==> src/rtl/fetch_pkg.sv <==
// fetch_pkg: shared constants, FSM state and IF/ID record for the fetch stage
package fetch_pkg;
  localparam int PC_W = 64;
  localparam int INSTR_W = 32;
  localparam logic [INSTR_W-1:0] HALT_WORD = 32'hb400001f;
  localparam logic [INSTR_W-1:0] NOP_WORD = 32'h0;
  localparam logic [PC_W-1:0] PC_STEP = 64'd4;
  typedef enum logic {FETCH, HALTED} fetch_state_t;
  typedef struct packed {
    logic [INSTR_W-1:0] instr;
    logic [PC_W-1:0] pc;
    logic valid;
  } ifid_t;
endpackage

==> src/rtl/fetch_stage_pc_reg.sv <==
// pc_reg: N-bit register with sync reset, enable and step/load select
module pc_reg #(
  parameter int N = 64
) (
  input logic clk,
  input logic reset,
  input logic en,
  input logic sel,
  input logic [N-1:0] d_step,
  input logic [N-1:0] d_load,
  output logic [N-1:0] q
);
  always_ff @(posedge clk)
    if (reset) q <= '0;
    else if (en) q <= sel ? d_load : d_step;
endmodule

==> src/rtl/fetch_stage.sv <==
// fetch_stage: PC, ROM addressing, IF/ID register with stall/flush, halt detect and fetch counter
module fetch_stage
  import fetch_pkg::*;
#(
  parameter int N = PC_W,
  parameter int IW = INSTR_W,
  parameter int AW = 6,
  parameter logic [IW-1:0] HALT_WORD = fetch_pkg::HALT_WORD
) (
  input logic clk,
  input logic reset,
  output logic [AW-1:0] imem_addr,
  input logic [IW-1:0] imem_q,
  input logic pcsrc,
  input logic [N-1:0] pc_branch,
  input logic stall_F,
  input logic flush_D,
  output logic [N-1:0] pc_F,
  output logic [IW-1:0] instr_D,
  output logic [N-1:0] pc_D,
  output logic valid_D,
  output logic halted,
  output logic [31:0] fetch_count
);
  fetch_state_t r_state, w_state_nxt;
  ifid_t r_ifid, w_ifid_nxt;
  logic [31:0] r_count;
  logic w_fetch, w_load;
  assign w_fetch = r_state == FETCH;
  assign w_load = w_fetch & ~flush_D & ~pcsrc & ~stall_F;
  pc_reg #(.N(N)) u_pc (
    .clk(clk),
    .reset(reset),
    .en(w_fetch & (pcsrc | ~stall_F)),
    .sel(pcsrc),
    .d_step(pc_F + N'(PC_STEP)),
    .d_load(pc_branch),
    .q(pc_F)
  );
  always_comb begin
    w_state_nxt = (w_load && imem_q == HALT_WORD) ? HALTED : r_state;
    w_ifid_nxt = (!w_fetch || flush_D || pcsrc) ? ifid_t'{instr: NOP_WORD, pc: '0, valid: 1'b0} :
                 stall_F ? r_ifid : ifid_t'{instr: imem_q, pc: pc_F, valid: 1'b1};
  end
  always_ff @(posedge clk) begin
    if (reset) begin
      r_state <= FETCH;
      r_ifid <= '0;
      r_count <= '0;
    end else begin
      r_state <= w_state_nxt;
      r_ifid <= w_ifid_nxt;
      if (w_load && r_count != '1) r_count <= r_count + 32'd1;
    end
  end
  assign imem_addr = pc_F[AW+1:2];
  assign instr_D = r_ifid.instr;
  assign pc_D = r_ifid.pc;
  assign valid_D = r_ifid.valid;
  assign halted = r_state == HALTED;
  assign fetch_count = r_count;
endmodule

==> config.mk <==
export PLATFORM = sky130hd
export DESIGN_NAME = fetch_stage
export DESIGN_NICKNAME = d
export VERILOG_FILES = /design/src/rtl/fetch_pkg.sv /design/src/rtl/fetch_stage_pc_reg.sv /design/src/rtl/fetch_stage.sv
export SDC_FILE = /design/constraint.sdc
export NUM_CORES = 1
export LEC_CHECK = 0
export CAP_MARGIN = 20
export CORE_ASPECT_RATIO = 1.4
export CORE_MARGIN = 5
export CORE_UTILIZATION = 47
export DETAILED_ROUTE_END_ITERATION = 10
export PLACE_DENSITY = 0.81
export REMOVE_ABC_BUFFERS = 1
export SLEW_MARGIN = 20
export SYNTH_ARGS = -nofsm -noshare
export SYNTH_HDL_FRONTEND = slang
export SYNTH_HIERARCHICAL = 1
export SYNTH_SLANG_ARGS = --single-unit
==> constraint.sdc <==
create_clock -name clk -period 2.5 [get_ports clk]
set_input_delay 0.5 -clock clk [delete_from_list [all_inputs] [get_ports clk]]
set_output_delay 0.5 -clock clk [all_outputs]
set_load 0.03 [all_outputs]
==> results of run 1 <==
==> routing by layer <==
metal / vias up / wire, um
met5: - / 0
met2: 313 / 15200
met1: 4176 / 11100
met3: 50 / 2230
li1: 4252 / -
met4: 0 / 800
==> where the power goes <==
group / switching [mW] / internal [mW] / total (mW)
registers: 0.0973 / 3.20 / 3.29
clock network: 1.29 / 1.32 / 2.61
logic: 0.698 / 0.621 / 1.32
==> kinds of logic (layout without fill, tap and decap cells) <==
group	after synthesis	after routing
and+or+nand+nor	388	388
DFF	194	194
muxes	163	163
AOI/OAI and AO/OA	121	121
buffers and inverters	79	414
xor gates and xnor gates	62	62
adders and majority gates	2	2
==> Yosys cell counts (4+ instances only) <==
library cell    n
nand2_1        32
o31ai_1         5
o21ai_0        21
dfxtp_1       194
or4_1          10
xor2_1         24
nor4_1         13
buf_1           8
inv_1           9
nor3_1          8
mux2i_1       160
buf_2          11
a211oi_1       64
buf_8           6
nor2_1        187
xnor2_1        38
a21oi_1        27
buf_4           6
nand3_1        35
or3_1          19
nand4_1        34
and4_1         13
and3_1         14
and2_1          5
nor2b_1         4
clkbuf_1       37
==> critical path, cell delays in order (launching register included) <==
cell	delay, ns
dfxtp_1	0.34
nand4_1	0.34
nor4_4	0.36
buf_4	0.20
and2_1	0.23
and4_1	0.23
xor2_1	0.15
mux2i_1	0.09
a211oi_1	0.24
==> cell type report <==
| type | instances | area (sq um) | area share, % |
|---|---|---|---|
| repair buffers | 373 | 3600 | 27.0 |
| clock buffers | 20 | 437 | 3.27 |
| multi-input cells | 736 | 4960 | 37.2 |
| inverters | 9 | 33.8 | 0.253 |
| flip-flops and latches | 194 | 3880 | 29.1 |
| clock inverters | 12 | 118 | 0.881 |
| well taps | 248 | 310 | 2.33 |
==> sequential cells by signal, indices dropped and copies added (netlist names) <==
register     count
pc_D            64
halted           1
instr_D         32
u_pc/q          64
fetch_count     32
valid_D          1
==> how the worst min path moves through the flow <==
| stage | start | end | slack, ns | cells past startpoint |
|---|---|---|---|---|
| floorplan | reset | fetch_count[0] | 0.57 | 1 |
| global placement | valid_D | valid_D | 0.44 | 2 |
| detailed placement | valid_D | valid_D | 0.44 | 2 |
| CTS | reset | fetch_count[6] | 0.38 | 3 |
| global route | reset | fetch_count[6] | 0.38 | 3 |
| finish | reset | fetch_count[6] | 0.40 | 3 |
==> cell usage in the layout, fill, tap and decap left out, drive strengths merged, types with 3 or more instances in the layout <==
cell type,Yosys,routed
o21ai,21,21
mux2i,160,160
nand3,35,35
o31ai,5,5
xnor2,38,38
nor3,8,8
clkbuf,37,20
inv,9,15
nand2,32,32
mux2,3,3
and3,14,14
nor3b,3,3
a211oi,64,64
nand4,34,34
a21oi,27,27
and4,13,13
and2,5,5
nor4,16,16
or4,10,10
clkinv,0,6
buf,33,76
or3,19,19
clkdlybuf4s50,0,297
xor2,24,24
nor2b,4,4
nor2,187,187
dfxtp,194,194
==> repair_timing <==
| item | CTS | global route |
|---|---|---|
| buffers inserted | 0 | 1 |
| setup endpoints to repair | 0 | 8 |
| resized for setup | 0 | 4 |
==> stage by stage <==
stage / instances / worst slack (ns)
finish: 1592 / 0.228
global route: 1592 / 0.0683
CTS: 1591 / 0.0761
detailed placement: 1559 / -0.0263
global placement: 1559 / 0.00346
floorplan: 939 / -3.15
==> metrics.txt, run 1 <==
FP Rows 60; ys async rst share 0%; crit path to u_pc/q[52]; mux contribution to synthesized area 17.7%; Die Ht 176 um; clock slew at reported path FFs ~0.080 ns; final period utilization between 90% and 100%; synthesized-area fraction occupied by and/or/nand/nor cells a little over a fifth; Total Power around 7.2 mW; # port buffers 300; H-tree Lvls 4; Cell Pwr Density between 500 and 600 mW/mm^2; Synth Area in Compound Gates between 8 and 9%; nets approximately 1,400; Final Util between 60% and 70%; Syn. warnings 6; busiest layer in global routing met2; pin count of the biggest net entering global routing 77; Synth Area in Adders less than 1%; hold_ws slightly below 0.4 ns; Vias between 8,000 and 9,000; M3 GR Usage just over 7%; Hold Path Class in -> reg; area leader, netlist dfxtp_1; final slew viol count 0; CTS tree built; core area 0.0193 sq mm; fill count approximately 1,500; reg-to-reg critical path endpoint u_pc/q[52]; Setup Skew 0.0162 ns; Post-Syn Instances roughly 1,000; Setup CP Type reg -> reg; antenna-violating nets left 0; Lkg Pwr 5.21 nW; design area 0.0133 sq mm; Worst Reg2Reg Path Length in Cells 8; status finished clean; via/cell ratio roughly 5.5; Synth Area in XOR/XNOR between 5 and 6%; R2R setup slack between 0.2 and 0.25 ns; Arr. time, crit path between 2 and 3 ns; initial antenna violation count 0; diode count 0; Critical Path Source Type register; M2 GR Usage a little under half; Setup Total Neg Slack 0 ns; Post-Syn Area 0.00922 sq mm; final hold viol count 0; share of the synthesized area in the top cell type 42.1%; DRC Markers 0; worst-path maximum fanout 6; DP HPWL 21,500 um; Area contributors post-synth dfxtp_1, mux2i_1, nor2_1, a211oi_1, xnor2_1; DR WL/cell roughly 18 um; largest family of logic cells by synthesized area simple AND/OR/NAND/NOR gates; fmax around 440 MHz; Max VDD drop roughly 0.00042 V; Setup crit start u_pc/q[8]; worst skew pair latency 0.44 ns; GP Congestion 0.850; Longest Clk Path Bufs 2; CTS Buf Count 17; first-pass GRT wire length roughly 46,000 um; Area Growth Syn to Fin 44.7%; Tmin final about 2.3 ns; Total Routing Usage GR about 25%; GR Overflow Total 0; root buffer cell clkbuf_16; Seq/Total Area, Yosys between 40% and 50%; Synth Register Bits roughly 190; Sink Count ~190; Worst EP required 2.84 ns; Post-Route WL 29,300 um; 1st-pass router iterations 5; layout cells sized above 1 under 10%; number of synthesized flops with an enable pin 0; GR Util met1 about 29%; Synth Area per Inst just over 9 sq um; r2r startpoint u_pc/q[8]; DRT iter0 DRCs about 500; Area after DPL around 0.013 sq mm; Starting Density between 40% and 50%; RSZ-0062 raised after global routing no; CP Capture Type register; vias in the first global route approximately 8,900; # IOs ~300; final setup vio count 0; Hold Buf Count CTS 0; Worst Tran Pin Value 0.898 ns; worst rel slew slack roughly two fifths; die width 128 um; Max-Cap Viols 0; Total Die Area about 0.023 sq mm; top_reg_cell synth dfxtp_1; Synth cell types 43
Note: power is estimated with default switching activity, not from simulation.
==> inputs of run 2 (changes only) <==
--- a/config.mk
+++ b/config.mk
@@ -6,7 +6,6 @@
 export NUM_CORES = 1
 export LEC_CHECK = 0
 export CAP_MARGIN = 20
-export CORE_ASPECT_RATIO = 1.4
 export CORE_MARGIN = 5
 export CORE_UTILIZATION = 47
 export DETAILED_ROUTE_END_ITERATION = 10
==> metrics.txt, run 2 (same netlist as run 1, synthesis figures left out) <==
status finished clean; FP Rows 51 (-15%); DRT iter0 DRCs 373 (-24%); via/cell ratio 5.39 (-2.4%); Area Growth Syn to Fin 44.5%; worst skew pair latency 0.43 ns (about the same); nets 1,432 (-0.14%); CTS Buf Count 17 (unchanged); # port buffers 300 (unchanged); Starting Density 47.5% (-0.26 points); first-pass GRT wire length 44,800 um (-3.3%); pin count of the biggest net entering global routing 88 (+14%); final hold viol count 0 (unchanged); RSZ-0062 raised after global routing no; Max VDD drop 0.000471 V (+13%); Longest Clk Path Bufs 2 (unchanged); Setup Skew 0.0105 ns (-0.00575 ns); worst rel slew slack 23.7% (-16 points); Total Routing Usage GR 24.7% (-0.66 points); Final Util 68.7% (-0.48 points); Total Die Area 0.0225 sq mm (-0.18%); Area after DPL 0.0128 sq mm (about the same); Worst Tran Pin Value 1.14 ns (+0.246 ns); GR Overflow Total 0 (unchanged); Arr. time, crit path 2.66 ns (+0.05 ns); final period utilization 92.4% (+1.5 points); # Post-CTS Setup Buffers 0 (unchanged); Setup Total Neg Slack 0 ns (unchanged); root buffer cell clkbuf_16; Hold Path Class in -> reg; clock slew at reported path FFs 0.07 ns (about the same); antenna-violating nets left 0 (unchanged); core area 0.0194 sq mm (+0.54%); H-tree Lvls 4 (unchanged); GP Congestion 0.865 (+1.8%); Worst EP required 2.85 ns (about the same); worst-path maximum fanout 7 (+1); vias in the first global route 8,690 (-2.0%); Max-Cap Viols 0 (unchanged); Die Ht 150 um (-15%); CTS tree built; commonest non-fill, non-tap cell in the layout clkdlybuf4s50_1; Setup CP Type reg -> reg; design area 0.0133 sq mm (-0.16%); Sink Count 194 (unchanged); 1st-pass router iterations 5 (unchanged); fmax 433 MHz (-1.6%); final setup vio count 0 (unchanged); # IOs 301 (unchanged); Post-CTS Resized 0 (unchanged); DP HPWL 20,600 um (-4.1%); layout cells sized above 1 8.79% (-0.061 points); final slew viol count 0 (unchanged); Lkg Pwr 5.16 nW (-0.80%); Critical Path Source Type register; Tmin final 2.31 ns (+0.0380 ns); die width 150 um (+17%); Hold Buf Count CTS 0 (unchanged); DR WL/cell 17.5 um (-4.9%); initial antenna violation count 3 (+3); CP Capture Type register; DRC Markers 0 (unchanged); Vias 8,673 (-1.3%); Post-Route WL 28,200 um (-3.9%); Cell Pwr Density 539 mW/mm^2 (-0.35%); most frequent cells in the layout clkdlybuf4s50_1, dfxtp_1, nor2_1
==> run 2: cell count changes in the layout (fill, tap and decap cells not counted), sizes merged <==
cell      change
inv           -2
buf           -2
clkinv        +1
clkinvlp      +3
diode         +3
clkbuf        -2
==> run 2: per-layer routing <==
layer / track usage, % / vias to the layer above / wire length, um
met3: 8.06 / 53 / 2360
met1: 29.2 / 4074 / 11600
met5: 0 / - / 0
li1: - / 4254 / -
met4: 9.70 / 0 / 819
met2: 41.7 / 292 / 13500
==> run 2: metrics by stage <==
step	worst slack, ns	hold slack (ns)	power [mW]	instances
3_3_place_gp	0.0323	0.437	4.64	1575
6_report	0.190	0.419	7.19	1610
2_1_floorplan	-3.15	0.569	3.98	939
4_1_cts	0.110	0.399	7.26	1607
3_5_place_dp	-0.0165	0.456	4.67	1575
5_1_grt	0.0269	0.428	7.48	1609
==> run 2: where the power goes <==
group	leakage (nW)	switching (mW)	internal, mW
clock network	0.264	1.27	1.31
registers	1.58	0.0893	3.20
logic	3.32	0.698	0.623
==> run 2: final cells by class <==
type                       instances  area (sq um)
inverter                           9          33.8
sequential                       194          3880
clock inverter                    14           125
timing repair buffer             371          3560
clock buffer                      18           429
fill                            1554          6070
antenna                            3          7.51
multi-input combinational        736          4960
tap                              265           332
==> run 2: critical path: stages, from the launching register on <==
cell,delay (ns)
dfxtp_1,0.44
nand4_1,0.17
nor4_1,0.32
buf_4,0.18
nand4_1,0.09
buf_4,0.18
nor4_1,0.33
xor2_1,0.17
mux2i_1,0.08
a211oi_1,0.26
==> run 2: final timing paths <==
kind                   start              end  slack (ns)  depth (start not counted)
setup reg to reg  u_pc/q[47]       u_pc/q[62]        0.19                          9
setup / recovery  u_pc/q[47]       u_pc/q[62]        0.19                          9
hold reg to reg      valid_D          valid_D        0.46                          2
hold / removal         reset  fetch_count[24]        0.42                          2
